[config.mk]
export PLATFORM = sky130hd
export DESIGN_NAME = gate_sweep_ctrl
export DESIGN_NICKNAME = d
export VERILOG_FILES = /design/src/rtl/gate_sweep_ctrl_pkg.sv /design/src/rtl/gate_sweep_ctrl_settle_timer.sv /design/src/rtl/gate_sweep_ctrl.sv
export SDC_FILE = /design/constraint.sdc
export NUM_CORES = 1
export LEC_CHECK = 0
export CORE_MARGIN = 2
export CORE_UTILIZATION = 35
export CTS_BUF_LIST = sky130_fd_sc_hd__clkbuf_8
export CTS_CLUSTER_DIAMETER = 120
export DETAILED_ROUTE_END_ITERATION = 12
export PLACE_DENSITY = 0.52
export SYNTH_ARGS = -nofsm -noshare
export SYNTH_HDL_FRONTEND = slang
export SYNTH_SLANG_ARGS = --single-unit
[constraint.sdc]
create_clock -name clk -period 4.3 [get_ports clk]
set_input_delay 0.43 -clock clk [delete_from_list [all_inputs] [get_ports clk]]
set_output_delay 0.43 -clock clk [all_outputs]
set_load 0.1 [all_outputs]
[src/rtl/gate_sweep_ctrl_pkg.sv]
// rtl/gate_sweep_ctrl_pkg.sv - shared state encodings, vector count and gate truth tables
package gate_sweep_ctrl_pkg;

   typedef logic [2:0] state_t;

   // Sequencer state encodings (3-bit, fixed values kept for legacy compatibility)
   localparam state_t ST_IDLE   = 3'd0;
   localparam state_t ST_APPLY  = 3'd1;
   localparam state_t ST_SETTLE = 3'd2;
   localparam state_t ST_SAMPLE = 3'd3;
   localparam state_t ST_REPORT = 3'd4;

   // Number of input combinations swept for a 2-input gate
   localparam int unsigned NUM_VECTORS = 4;

   // Expected gate_y per vector, bit index = {a,b}
   localparam logic [3:0] TT_NAND2 = 4'b0111;
   localparam logic [3:0] TT_AND2  = 4'b1000;
   localparam logic [3:0] TT_OR2   = 4'b1110;
   localparam logic [3:0] TT_XOR2  = 4'b0110;

endpackage

[src/rtl/gate_sweep_ctrl_settle_timer.sv]
// rtl/gate_sweep_ctrl_settle_timer.sv - 8-bit loadable down-counter timing the gate settle window
module settle_timer (
   input  logic       clk,
   input  logic       rst_n,
   input  logic       load_i,
   input  logic [7:0] load_val_i,
   input  logic       dec_i,
   output logic [7:0] value_o,
   output logic       expire_o
);

   logic [7:0] value_q;
   logic [7:0] value_d;

   // Load has priority over decrement; the count never goes below zero
   always_comb begin
      value_d = value_q;
      if (load_i) begin
         value_d = load_val_i;
      end else if (dec_i && (value_q != 8'd0)) begin
         value_d = value_q - 8'd1;
      end
   end

   // Counter register
   always_ff @(posedge clk or negedge rst_n) begin
      if (!rst_n) begin
         value_q <= 8'd0;
      end else begin
         value_q <= value_d;
      end
   end

   assign value_o  = value_q;
   // Expire marks the last settle cycle, so the caller leaves on this edge
   assign expire_o = (value_q == 8'd1);

endmodule

[src/rtl/gate_sweep_ctrl.sv]
// rtl/gate_sweep_ctrl.sv - 2-input gate self-test sequencer; optional GATE_SWEEP_CONTINUOUS_EN
module gate_sweep_ctrl
   import gate_sweep_ctrl_pkg::*;
#(
   parameter int unsigned SETTLE_CYCLES = 4,
   parameter logic [3:0]  EXPECT        = TT_NAND2
) (
   input  logic       clk,
   input  logic       rst_n,
   input  logic       start,
   output logic       busy,
   output logic       done,
   output logic       pass,
   output logic [3:0] fail_mask,
   output logic [3:0] result_vec,
`ifdef GATE_SWEEP_CONTINUOUS_EN
   output logic [7:0] sweep_cnt,
`endif
   output logic       gate_a,
   output logic       gate_b,
   input  logic       gate_y
);

   localparam logic [7:0] SETTLE_LOAD = 8'(SETTLE_CYCLES);
   localparam bit         SKIP_SETTLE = (SETTLE_CYCLES == 0);
   localparam logic [1:0] LAST_IDX    = 2'(NUM_VECTORS - 1);

   state_t     state_q, state_d;
   logic [1:0] idx_q, idx_d;
   logic [1:0] gate_ab_q, gate_ab_d;
   logic       pass_q, pass_d;
   logic [3:0] mask_q, mask_d;
   logic [3:0] result_q, result_d;

   logic       start_sweep;
   logic       timer_load;
   logic       timer_dec;
   logic [7:0] timer_value;
   logic       timer_expire;

   settle_timer u_settle_timer (
      .clk        (clk),
      .rst_n      (rst_n),
      .load_i     (timer_load),
      .load_val_i (SETTLE_LOAD),
      .dec_i      (timer_dec),
      .value_o    (timer_value),
      .expire_o   (timer_expire)
   );

   // Next-state logic for the sweep sequencer and its captured results
   always_comb begin
      state_d     = state_q;
      idx_d       = idx_q;
      gate_ab_d   = gate_ab_q;
      pass_d      = pass_q;
      mask_d      = mask_q;
      result_d    = result_q;
      start_sweep = 1'b0;
      timer_load  = 1'b0;
      timer_dec   = 1'b0;

      case (state_q)
         ST_IDLE: begin
            start_sweep = start;
         end
         ST_APPLY: begin
            timer_load = 1'b1;
            state_d    = SKIP_SETTLE ? ST_SAMPLE : ST_SETTLE;
         end
         ST_SETTLE: begin
            // A zero count can only arise from a corrupted timer; leave rather than stall
            if (timer_expire || (timer_value == 8'd0)) begin
               state_d = ST_SAMPLE;
            end else begin
               timer_dec = 1'b1;
            end
         end
         ST_SAMPLE: begin
            result_d[idx_q] = gate_y;
            mask_d[idx_q]   = gate_y ^ EXPECT[idx_q];
            if (idx_q == LAST_IDX) begin
               state_d = ST_REPORT;
               // Verdict must include the vector captured on this same edge
               pass_d  = (mask_d == 4'd0);
            end else begin
               idx_d     = idx_q + 2'd1;
               gate_ab_d = idx_q + 2'd1;
               state_d   = ST_APPLY;
            end
         end
         ST_REPORT: begin
            state_d = ST_IDLE;
`ifdef GATE_SWEEP_CONTINUOUS_EN
            start_sweep = start;
`endif
         end
         default: begin
            state_d = ST_IDLE;
         end
      endcase

      if (start_sweep) begin
         state_d   = ST_APPLY;
         idx_d     = 2'd0;
         gate_ab_d = 2'd0;
         pass_d    = 1'b0;
         mask_d    = 4'd0;
         result_d  = 4'd0;
      end
   end

   // Sequencer state and result registers; reset aborts a sweep without a done pulse
   always_ff @(posedge clk or negedge rst_n) begin
      if (!rst_n) begin
         state_q   <= ST_IDLE;
         idx_q     <= 2'd0;
         gate_ab_q <= 2'd0;
         pass_q    <= 1'b0;
         mask_q    <= 4'd0;
         result_q  <= 4'd0;
      end else begin
         state_q   <= state_d;
         idx_q     <= idx_d;
         gate_ab_q <= gate_ab_d;
         pass_q    <= pass_d;
         mask_q    <= mask_d;
         result_q  <= result_d;
      end
   end

`ifdef GATE_SWEEP_CONTINUOUS_EN
   logic [7:0] sweep_cnt_q, sweep_cnt_d;

   // Completed-sweep counter, saturating; only reset clears it
   always_comb begin
      sweep_cnt_d = sweep_cnt_q;
      if ((state_q == ST_SAMPLE) && (state_d == ST_REPORT) && (sweep_cnt_q != 8'hFF)) begin
         sweep_cnt_d = sweep_cnt_q + 8'd1;
      end
   end

   // Sweep counter register
   always_ff @(posedge clk or negedge rst_n) begin
      if (!rst_n) begin
         sweep_cnt_q <= 8'd0;
      end else begin
         sweep_cnt_q <= sweep_cnt_d;
      end
   end

   assign sweep_cnt = sweep_cnt_q;
`endif

   assign busy       = (state_q != ST_IDLE);
   assign done       = (state_q == ST_REPORT);
   assign pass       = pass_q;
   assign fail_mask  = mask_q;
   assign result_vec = result_q;
   assign gate_a     = gate_ab_q[1];
   assign gate_b     = gate_ab_q[0];

endmodule
### Yosys cells after proc, flatten, opt, wreduce, memory -nomap -nowiden

Index checks and enable logic that the tools add are counted.

* order comparisons: 2
* bitwise gates (word level): 1
* $add $sub $neg: 2
* eq/ne operators: 9
* mux-type cells: 26
* reductions and logical operators: 14

Operators by type and width (number)
* 2-to-1 mux 4 bit: 4
* 2-to-1 mux 8 bit: 2
* one-hot mux 3 bit (4 select lines): 1
* 2-to-1 mux 1 bit: 9
* 2-to-1 mux 3 bit: 3
* bitwise mux 4 bit: 2
* equality test 8 x 1 -> 1 bit (second input constant): 1
* logical NOT 8 bit: 1
* nonzero test 8 bit: 1
* subtractor 8 x 1 -> 8 bit (second input constant): 1
* equality test 3 x 2 -> 1 bit (second input constant): 2
* 2-to-1 mux 2 bit: 3
* AND reduction 2 bit: 3
* nonzero test 2 bit: 3
* logical NOT 4 bit: 1
* != test 2 bit (second input constant): 2
* equality test 3 x 1 -> 1 bit (second input constant): 1
* equality test 3 bit (second input constant): 1
* logical NOT 3 bit: 1
* < comparator 2 x 3 -> 1 bit (second input constant): 1
* != test 3 bit (second input constant): 1
* nonzero test 3 bit: 1
* adder 2 x 1 -> 2 bit (second input constant): 1
* binary-select mux 1 bit (select 2 bit): 1
* other kinds (6): 7

* word-level logic and storage cells: 60
* bits in registers: 22

### Longest topological paths before layout

Gate-level depths: netlist of the first run.

* depth after elaboration: 9
* depth in mapped cells: 7
* gate-level depth less buffers: 6

### By module

A second synthesis of the first run with hierarchy kept.

* cell total of the unflattened synthesis: 139
* area total of the unflattened synthesis: 1382.6 sq um

By module, submodules not included
* gate_sweep_ctrl: seq. area each 350.3 sq um, times used 1, cells an instance 75, area each 808.3 sq um
* settle_timer: seq. area each 200.2 sq um, times used 1, cells an instance 64, area each 574.3 sq um

### Least setup slack after synthesis of the first run

OpenSTA, ideal clock, no wires.

* path type: register to output
* start: reg state_q[1]
* end: out done
* buffers on the path: 1
* cell stages (with the launch flop): 3
* data arrival time: 2703 ps
* path slack: 1167 ps
* cell sequence: dfrtp_1 -> clkbuf_1 -> nor3_1

* word-level cells in the longest chain between the ends: 1

Ends and longest elaborated chain
* start, declared: line gate_sweep_ctrl.sv:28 `state_t state_q, state_d;`
* start signal, assigned: line gate_sweep_ctrl.sv:123 `state_q <= state_d;`
* equality test 3 bit: line gate_sweep_ctrl.sv:156 `assign done = (state_q == ST_REPORT);`
* end, declared: line gate_sweep_ctrl.sv:12 `output logic done,`

No other way between the ends.

### Worst setup path after layout of the first run

* start: reg state_q[1]
* end: out busy

* word-level cells in the longest chain between the ends: 1

Ends and longest elaborated chain
* nonzero test 3 bit: line gate_sweep_ctrl.sv:155 `assign busy = (state_q != ST_IDLE);`
* end, declared: line gate_sweep_ctrl.sv:11 `output logic busy,`

No other way between the ends.

==> summary.md, run 1 <==
| Metric | Value |
|---|---|
| Clock Tree Root | clkbuf_8 |
| Vias in the first global route | 991 |
| CTS tree | yes |
| Final clock skew | 4.75 ps |
| FF+latch count, synth | 22 |
| Hold buffer count at CTS | 0 |
| FFs w/ async S/R, synth | 100% |
| Antenna cell count | 0 |
| Largest net degree at the start of global routing | 23 |
| CTS Sinks | 22 |
| # port buffers | 16 |
| Post-CTS Resized | 0 |
| Unrepaired setup endpoints after global routing | false |
| Critical path fanouts, max | 13 |
| H-Tree Depth | 1 |
| YS warnings | 0 |
| Worst Path Arrival | 2190 ps |
| Starting density of the core | 36.7% |
| First-pass GRT wire length | 4740 um |
| Post-synthesis sequential area ratio | 44.2% |
| CP endpoint kind | output port |
| Die Width | 63.6 um |
| Synthesized net count | 146 |
| Site row count | 21 |
| Worst Hold Class | reg2reg |
| Total track usage | 14.8% |
| WP data required | 3870 ps |
| Final Hold Fails | 0 |
| GP Congestion | 0.775 |
| Worst skew pair latency | 270 ps |
| Most common flop cell mapped by yosys | dfrtp_1 |
| Slew Limit Fails | 0 |
| Final Util | 44.4% |
| Setup_tns | 0 ps |
| Final min period | 2620 ps |
| Post-Route WL | 2600 um |
| Initial antenna violation count | 0 |
| P&R area growth vs syn | 20.8% |
| Total CTS buffers | 3 |
| Worst-Margin Slew | 1040 ps |
| Fillcell total | 331 |
| Die Area | 0.00405 mm2 |
| Status | completed |
| Critical Path Start Type | register |
| IO Count | 17 |
| Slew headroom | 30.7% |
| Dpl hpwl | 1860 um |
| DRC Markers | 0 |
| 1st-iter DRT viols | 116 |
| Avg Inst Size Synth | 9.29 um2 |
| Final net count | 161 |
| Die Span Y | 63.6 um |
| Post-route clock period utilization | 61.0% |
| Final setup vio count | 0 |
| GRT overflow | 0 |
| Routed wire per std cell | 13.4 um |
| Synth cell types | 34 |
| Reg clk slew, reported paths | 90 ps |
| Core Area | 0.00339 mm2 |
| Max-cap violations | 0 |
| Post-synth EDFFs | 0 |
| WS Path Type | reg2out |
| Vias/cell | 5.04 |
| Peak Freq | 381 MHz |
| Post-CTS Setup Inserts | 0 |
| Layout cell share with drive strength beyond 1 | 9.46% |
| Post-route ant nets | 0 |
| Total number of vias | 978 |
| Post-Syn Area | 0.00124 mm2 |
| Maximum buffer depth of the clock tree | 2 |
| Post-Syn Instances | 134 |
| Pre-Repair DR Iteration Count | 4 |
[state kept, by name (all words and copies together) (netlist names)]
signal / cells
fail_mask: 4
pass: 1
gate_ab_q: 2
u_settle_timer.value_o: 8
result_vec: 4
state_q: 3
[per-stage QoR]
stage	hold WS (ps)	instance area, um2	setup slack [ps]	instances
finish	528	1500	1680	194
CTS	531	1500	1670	194
detailed placement	517	1430	1980	190
floorplan	134	1240	1170	134
global placement	512	1430	1990	190
global route	555	1500	1600	194
[worst paths after layout]
| path | start | end | slack, ps | cells past startpoint |
|---|---|---|---|---|
| max in group asynchronous | rst_n | state_q[0] | 2960 | 1 |
| setup reg to reg | u_settle_timer.value_o[0] | u_settle_timer.value_o[3] | 2180 | 6 |
| min in group asynchronous | rst_n | u_settle_timer.value_o[4] | 720 | 1 |
| hold reg to reg | result_vec[0] | result_vec[0] | 530 | 2 |
| hold / removal | result_vec[0] | result_vec[0] | 530 | 2 |
| setup / recovery | state_q[1] | busy | 1680 | 2 |
[final cells by class]
cell class                 instances  area [um2]  share of cell area, %
clock inverter                     1        30.0                   2.00
timing repair buffer              16         160                   10.6
multi-input combinational         93         616                   40.9
sequential                        22         551                   36.6
clock buffer                       3        41.3                   2.75
tap                               46        57.6                   3.83
inverter                          13        48.8                   3.24
[metal layers]
layer  global-route usage [%]  vias up  wire length (um)
met2                     20.5       17              1040
li1                         -      504                 -
met3                     1.79        5                89
met1                     22.9      452              1420
met5                        0        -                 0
met4                     5.71        0                45
[cell usage after synthesis (all sizes together), types with 2 or more instances]
library cell / number / area [um2]
a21oi: 14 / 70.1
a311oi: 3 / 26.3
and2: 2 / 12.5
clkbuf: 5 / 18.8
dfrtp: 22 / 551
ha: 8 / 100
inv: 13 / 48.8
nand2: 11 / 41.3
nand3: 9 / 45.0
nand3b: 2 / 15.0
nor2: 12 / 45.0
nor3: 2 / 10.0
o21ai: 4 / 20.0
o31ai: 3 / 22.5
or2: 2 / 12.5
or3: 5 / 35.0
or4: 3 / 27.5
xnor2: 2 / 17.5
[kinds of logic after synthesis]
logic type	synth area share (%)
and+or+nand+nor	23.0
AOI/OAI and AO/OA	17.0
DFF	44.2
buffers and inverters	6.33
adders and majority gates	8.04
xor gates and xnor gates	1.41
[cells in the final DEF (no fill, tap or decap), drive strengths merged, types with 3 or more instances in the layout]
cell type      instances
inv                   13
nand2                 11
o21ai                  4
or4                    3
dfrtp                 22
nand3                  9
o31ai                  3
a311oi                 3
ha                     8
clkdlybuf4s50         16
nor2                  12
clkbuf                 3
or3                    5
a21oi                 14
[critical path: stages, from the launching register on]
cell and delay [ps]:
dfrtp_1 530, or3_1 420, clkdlybuf4s50_1 970
Power of run 1 is not shown: default switching activity piles up to over one toggle a cycle in this logic, so the estimate is an artifact.
==> run 2: changes to the inputs <==
==> constraint.sdc (replaced) <==
create_clock -name clk -period 2.5 [get_ports clk]
set_input_delay 0.25 -clock clk [delete_from_list [all_inputs] [get_ports clk]]
set_output_delay 0.25 -clock clk [all_outputs]
set_load 0.1 [all_outputs]
==> summary.md, run 2 (synthesis gave the netlist of run 1 again) <==
| Metric | Value |
|---|---|
| Status | completed |
| Max reg flops | 8 (unchanged) |
| Largest net degree at the start of global routing | 23 (unchanged) |
| Total track usage | 14.5% (-0.27 points) |
| CTS Sinks | 22 (unchanged) |
| Final min period | 2110 ps |
| Dpl hpwl | 1970 um (+5.7%) |
| Post-Route WL | 2720 um (+4.6%) |
| Post-CTS Resized | 0 (unchanged) |
| CTS tree | yes |
| Final net count | 163 (+1.2%) |
| Vias in the first global route | 1042 (+5.1%) |
| CP max-delay cell | or4b_2 |
| P&R area growth vs syn | 19.8% |
| Most frequent cells in the layout | dfrtp_1, buf_4, a21oi_1, inv_1, nor2_1 |
| Clock Tree Root | clkbuf_8 |
| Setup_tns | 0 ps (unchanged) |
| Die Width | 63.6 um (unchanged) |
| First-pass GRT wire length | 4670 um (-1.5%) |
| WS Path Type | reg2reg |
| Most common cell after layout, fill and taps aside | dfrtp_1 |
| Slew headroom | 65.1% (+34 points) |
| CP cell instances | inv_1, ha_1, nor2_1, o311ai_4, or4b_2, a21oi_1 |
| GP Congestion | 0.887 (+14%) |
| Final setup vio count | 0 (unchanged) |
| WP buf/inv | 1 (unchanged) |
| Antenna cell count | 0 (unchanged) |
| Routed wire per std cell | 13.9 um (+3.6%) |
| IO Count | 17 (unchanged) |
| # port buffers | 16 (unchanged) |
| Die Span Y | 63.6 um (unchanged) |
| Final Hold Fails | 0 (unchanged) |
| CP top delay family | simple AND/OR/NAND/NOR gates |
| Post-route ant nets | 0 (unchanged) |
| Reg area | 551 um2 (unchanged) |
| Worst skew pair latency | 260 ps (about the same) |
| Starting density of the core | 36.7% (unchanged) |
| Total CTS buffers | 3 (unchanged) |
| Area taken by multi-input logic gates | 621 um2 (+0.81%) |
| Maximum buffer depth of the clock tree | 2 (unchanged) |
| Die Area | 0.00405 mm2 (unchanged) |
| Unrepaired setup endpoints after global routing | false |
| 1st-iter DRT viols | 46 (-60%) |
| Layout cell share with drive strength beyond 1 | 20.0% (+11 points) |
| Max-cap violations | 0 (unchanged) |
| Final Util | 44.0% (-0.37 points) |
| Initial antenna violation count | 0 (unchanged) |
| Peak Freq | 474 MHz |
| Fillcell total | 345 (+4.2%) |
| Slew Limit Fails | 0 (unchanged) |
| CP endpoint kind | register |
| Post-CTS Setup Inserts | 0 (unchanged) |
| Total number of vias | 1040 (+6.3%) |
| WP data required | 2690 ps (-1180 ps) |
| Pre-Repair DR Iteration Count | 4 (unchanged) |
| DRC Markers | 0 (unchanged) |
| H-Tree Depth | 1 (unchanged) |
| Vias/cell | 5.31 (+5.3%) |
| Worst-Margin Slew | 523 ps (-514 ps) |
| Crit-path max cell delay | 690 ps (-280 ps) |
| Post-route clock period utilization | 84.3% |
| Worst Hold Class | in2async |
| GRT overflow | 0 (unchanged) |
| Core Area | 0.00339 mm2 (unchanged) |
| Reg clk slew, reported paths | 80 ps (about the same) |
| Hold buffer count at CTS | 0 (unchanged) |
| Critical path fanouts, max | 13 (unchanged) |
| Critical Path Start Type | register |
| Worst Path Arrival | 2300 ps (+110 ps) |
| Final clock skew | 1.15 ps (-3.61 ps) |
| Site row count | 21 (unchanged) |
==> run 2: cell count changes in the layout (fill, tap and decap cells not counted), sizes merged <==
cell | previous run | this run
buf | 0 | 15
clkdlybuf4s50 | 16 | 3
==> run 2: final timing paths <==
| path | slack (ps) | depth (start not counted) | endpoint | startpoint |
|---|---|---|---|---|
| max | 390 | 6 | u_settle_timer.value_o[3] | u_settle_timer.value_o[0] |
| min | 330 | 2 | u_settle_timer.value_o[5] | rst_n |
| max reg2reg | 390 | 6 | u_settle_timer.value_o[3] | u_settle_timer.value_o[0] |
| min reg2reg | 530 | 2 | result_vec[1] | result_vec[1] |
| max in group asynchronous | 1940 | 2 | state_q[0] | rst_n |
| min in group clk | 530 | 2 | result_vec[1] | result_vec[1] |
==> run 2: through the flow <==
step	area (um2)	cells	setup slack, ps	hold WS (ps)
floorplan	1250	134	367	-45.6
global placement	1420	192	519	515
finish	1490	196	392	330
detailed placement	1420	192	439	520
global route	1490	196	318	343
CTS	1490	196	411	335
==> run 2: layer usage <==
layer | routed length [um] | up-vias | global-route usage, %
met4 | 44 | 0 | 5.98
met2 | 1350 | 27 | 26.2
met3 | 127 | 4 | 3.04
met5 | 0 | - | 0
li1 | - | 504 | -
met1 | 1190 | 505 | 16.4
==> run 2: area by class of cell <==
class / instances / area share (%)
clock inverters: 1 / 2.01
well taps: 46 / 3.86
clock buffers: 3 / 2.77
inverters: 13 / 3.27
flip-flops and latches: 22 / 36.9
repair buffers: 18 / 9.56
multi-input cells: 93 / 41.6
==> run 2: worst reg2reg max path: cells and delay by family, from the launching register on <==
kind,cells,cell delay [ps]
adders and majority gates,1,200
DFF,1,440
and+or+nand+nor,2,940
AOI/OAI and AO/OA,2,360
buffers and inverters,1,90
Power of run 2 is left out for the same reason.
==> run 3: changes to the inputs <==
--- a/config.mk
+++ b/config.mk
@@ -10,7 +10,7 @@
 export CTS_BUF_LIST = sky130_fd_sc_hd__clkbuf_8
 export CTS_CLUSTER_DIAMETER = 120
 export DETAILED_ROUTE_END_ITERATION = 12
-export PLACE_DENSITY = 0.52
+export PLACE_DENSITY = 0.54
 export SYNTH_ARGS = -nofsm -noshare
 export SYNTH_HDL_FRONTEND = slang
 export SYNTH_SLANG_ARGS = --single-unit
==> constraint.sdc (replaced) <==
create_clock -name clk -period 1.8 [get_ports clk]
set_input_delay 0.18 -clock clk [delete_from_list [all_inputs] [get_ports clk]]
set_output_delay 0.18 -clock clk [all_outputs]
set_load 0.1 [all_outputs]
==> summary.md, run 3 (synthesis gave the netlist of run 1 again) <==
| Metric | Value |
|---|---|
| Place WS | -99.3 ps (-538 ps) |
| Design Area, Final | 0.00171 mm2 (+15%) |
| CTS Sinks | 22 (unchanged) |
| Max-cap violations | 0 (unchanged) |
| Total number of vias | 1089 (+4.7%) |
| Max reg flops | 8 (unchanged) |
| IO Count | 17 (unchanged) |
| CTS tree | yes |
| Crit-path max cell delay | 510 ps (-180 ps) |
| Site row count | 21 (unchanged) |
| Final min period | 1790 ps (-315 ps) |
| Die Width | 63.6 um (unchanged) |
| Final setup vio count | 0 (unchanged) |
| Clock Tree Root | clkbuf_8 |
| Final worst setup slack | 6.57 ps (-385 ps) |
| Worst Path Arrival | 1990 ps (-310 ps) |
| Worst flop-to-flop path startpoint | u_settle_timer.value_o[0] |
| Unrepaired setup endpoints after global routing | true |
| Reg clk slew, reported paths | 80 ps (about the same) |
| P&R area growth vs syn | 37.2% |
| DRC Markers | 0 (unchanged) |
| Critical Path Start Type | register |
| Hold buffer count at CTS | 0 (unchanged) |
| Largest net degree at the start of global routing | 23 (unchanged) |
| Total CTS buffers | 3 (unchanged) |
| Reg2reg path depth | 7 (+1) |
| Initial antenna violation count | 0 (unchanged) |
| Antenna cell count | 0 (unchanged) |
| Die Span Y | 63.6 um (unchanged) |
| First-pass GRT wire length | 5020 um (+7.4%) |
| Vias in the first global route | 1059 (+1.6%) |
| CP max-delay cell | or4b_4 |
| Starting density of the core | 36.7% (unchanged) |
| Dpl hpwl | 2050 um (+4.3%) |
| Status | completed |
| H-Tree Depth | 1 (unchanged) |
| Vias/cell | 5.09 (-4.1%) |
| Post-DP Area | 0.00156 mm2 (+9.8%) |
| Routed wire per std cell | 13.9 um (+0.39%) |
| Die Area | 0.00405 mm2 (unchanged) |
| Worst skew pair latency | 260 ps (about the same) |
| GP Congestion | 0.783 (-12%) |
| Worst-Margin Slew | 560 ps (+37.0 ps) |
| # port buffers | 16 (unchanged) |
| Final Hold Fails | 0 (unchanged) |
| Most common cell after layout, fill and taps aside | buf_4 |
| CP top delay family | simple AND/OR/NAND/NOR gates |
| Worst Hold Class | in2async |
| Post-Route WL | 2980 um (+9.6%) |
| R2r endpoint | u_settle_timer.value_o[3] |
| Final net count | 181 (+11%) |
| Critical path fanouts, max | 4 (-9) |
| Post-route clock period utilization | 99.6% (+15 points) |
| CP endpoint kind | register |
| Flop2flop setup slack | 7 ps (-390 ps) |
| Post-route ant nets | 0 (unchanged) |
| Dpl cells | 205 (+6.8%) |
| Slew headroom | 62.4% (-2.7 points) |
| GRT overflow | 0 (unchanged) |
| Final clock skew | 1.61 ps (+0.463 ps) |
| Layout cell share with drive strength beyond 1 | 36.9% (+17 points) |
| Most frequent cells in the layout | buf_4, dfrtp_1 |
| Final non-filler cell total | 214 (+9.2%) |
| Slew Limit Fails | 0 (unchanged) |
| Worst path depth | 7 (+1) |
| WP data required | 2000 ps (-690 ps) |
| 1st-iter DRT viols | 39 (-15%) |
| WS Path Type | reg2reg |
| Pre-Repair DR Iteration Count | 4 (unchanged) |
| CP cell instances | inv_2, ha_2, nor2_4, o311ai_4, buf_4, or4b_4, a21oi_2 |
| Peak Freq | 558 MHz (+18%) |
| Core Area | 0.00339 mm2 (unchanged) |
| Maximum buffer depth of the clock tree | 2 (unchanged) |
| Total track usage | 15.7% (+1.2 points) |
| WP buf/inv | 2 (+1) |
[run 3: cell types whose count changed in the layout (fill, tap and decap cells not counted), sizes merged]
cell	delta
clkbuf	+1
bufinv	-1
buf	+18
[run 3: how the worst max path moves through the flow]
stage	startpoint	end	slack, ps
final	u_settle_timer.value_o[0]	u_settle_timer.value_o[3]	7
after detailed placement	u_settle_timer.value_o[0]	u_settle_timer.value_o[3]	-100
after global placement	u_settle_timer.value_o[0]	u_settle_timer.value_o[3]	-50
after global routing	u_settle_timer.value_o[2]	u_settle_timer.value_o[0]	-50
after floorplan	u_settle_timer.value_o[0]	u_settle_timer.value_o[3]	20
after CTS	u_settle_timer.value_o[1]	u_settle_timer.value_o[3]	-50
[run 3: layout make-up]
class / instances / area, um2
Fill cell: 310 / 1680
Multi-Input combinational cell: 93 / 683
Sequential cell: 22 / 553
Timing Repair Buffer: 36 / 310
Tap cell: 46 / 57.6
Clock buffer: 4 / 55.1
Inverter: 13 / 48.8
[run 3: through the flow]
| step | TNS (ps) | hold slack [ps] | utilization, % |
|---|---|---|---|
| CTS | -221 | 267 | 49.3 |
| global placement | -129 | 513 | 46.0 |
| detailed placement | -274 | 518 | 46.0 |
| global route | -190 | 305 | 50.4 |
| floorplan | 0 | -116 | - |
| finish | 0 | 261 | 50.4 |
[run 3: repair_timing]
item / CTS / global route
resized for setup: 10 / 11
setup endpoints to repair: 6 / 8
endpoints found under the hold margin: 0 / 0
buffers inserted: 4 / 1
pin swaps: 6 / 4
cloned: 0 / 0
[run 3: layer usage]
| metal | up-vias | share of wire, % | wire (um) | track usage, % |
|---|---|---|---|---|
| met1 | 525 | 51 | 1510 | 23.9 |
| li1 | 543 | - | - | - |
| met5 | - | 0 | 0 | 0 |
| met4 | 0 | 1.0 | 30 | 3.26 |
| met3 | 4 | 4.0 | 119 | 3.21 |
| met2 | 17 | 44 | 1320 | 22.8 |
Power of run 3 is left out for the same reason.
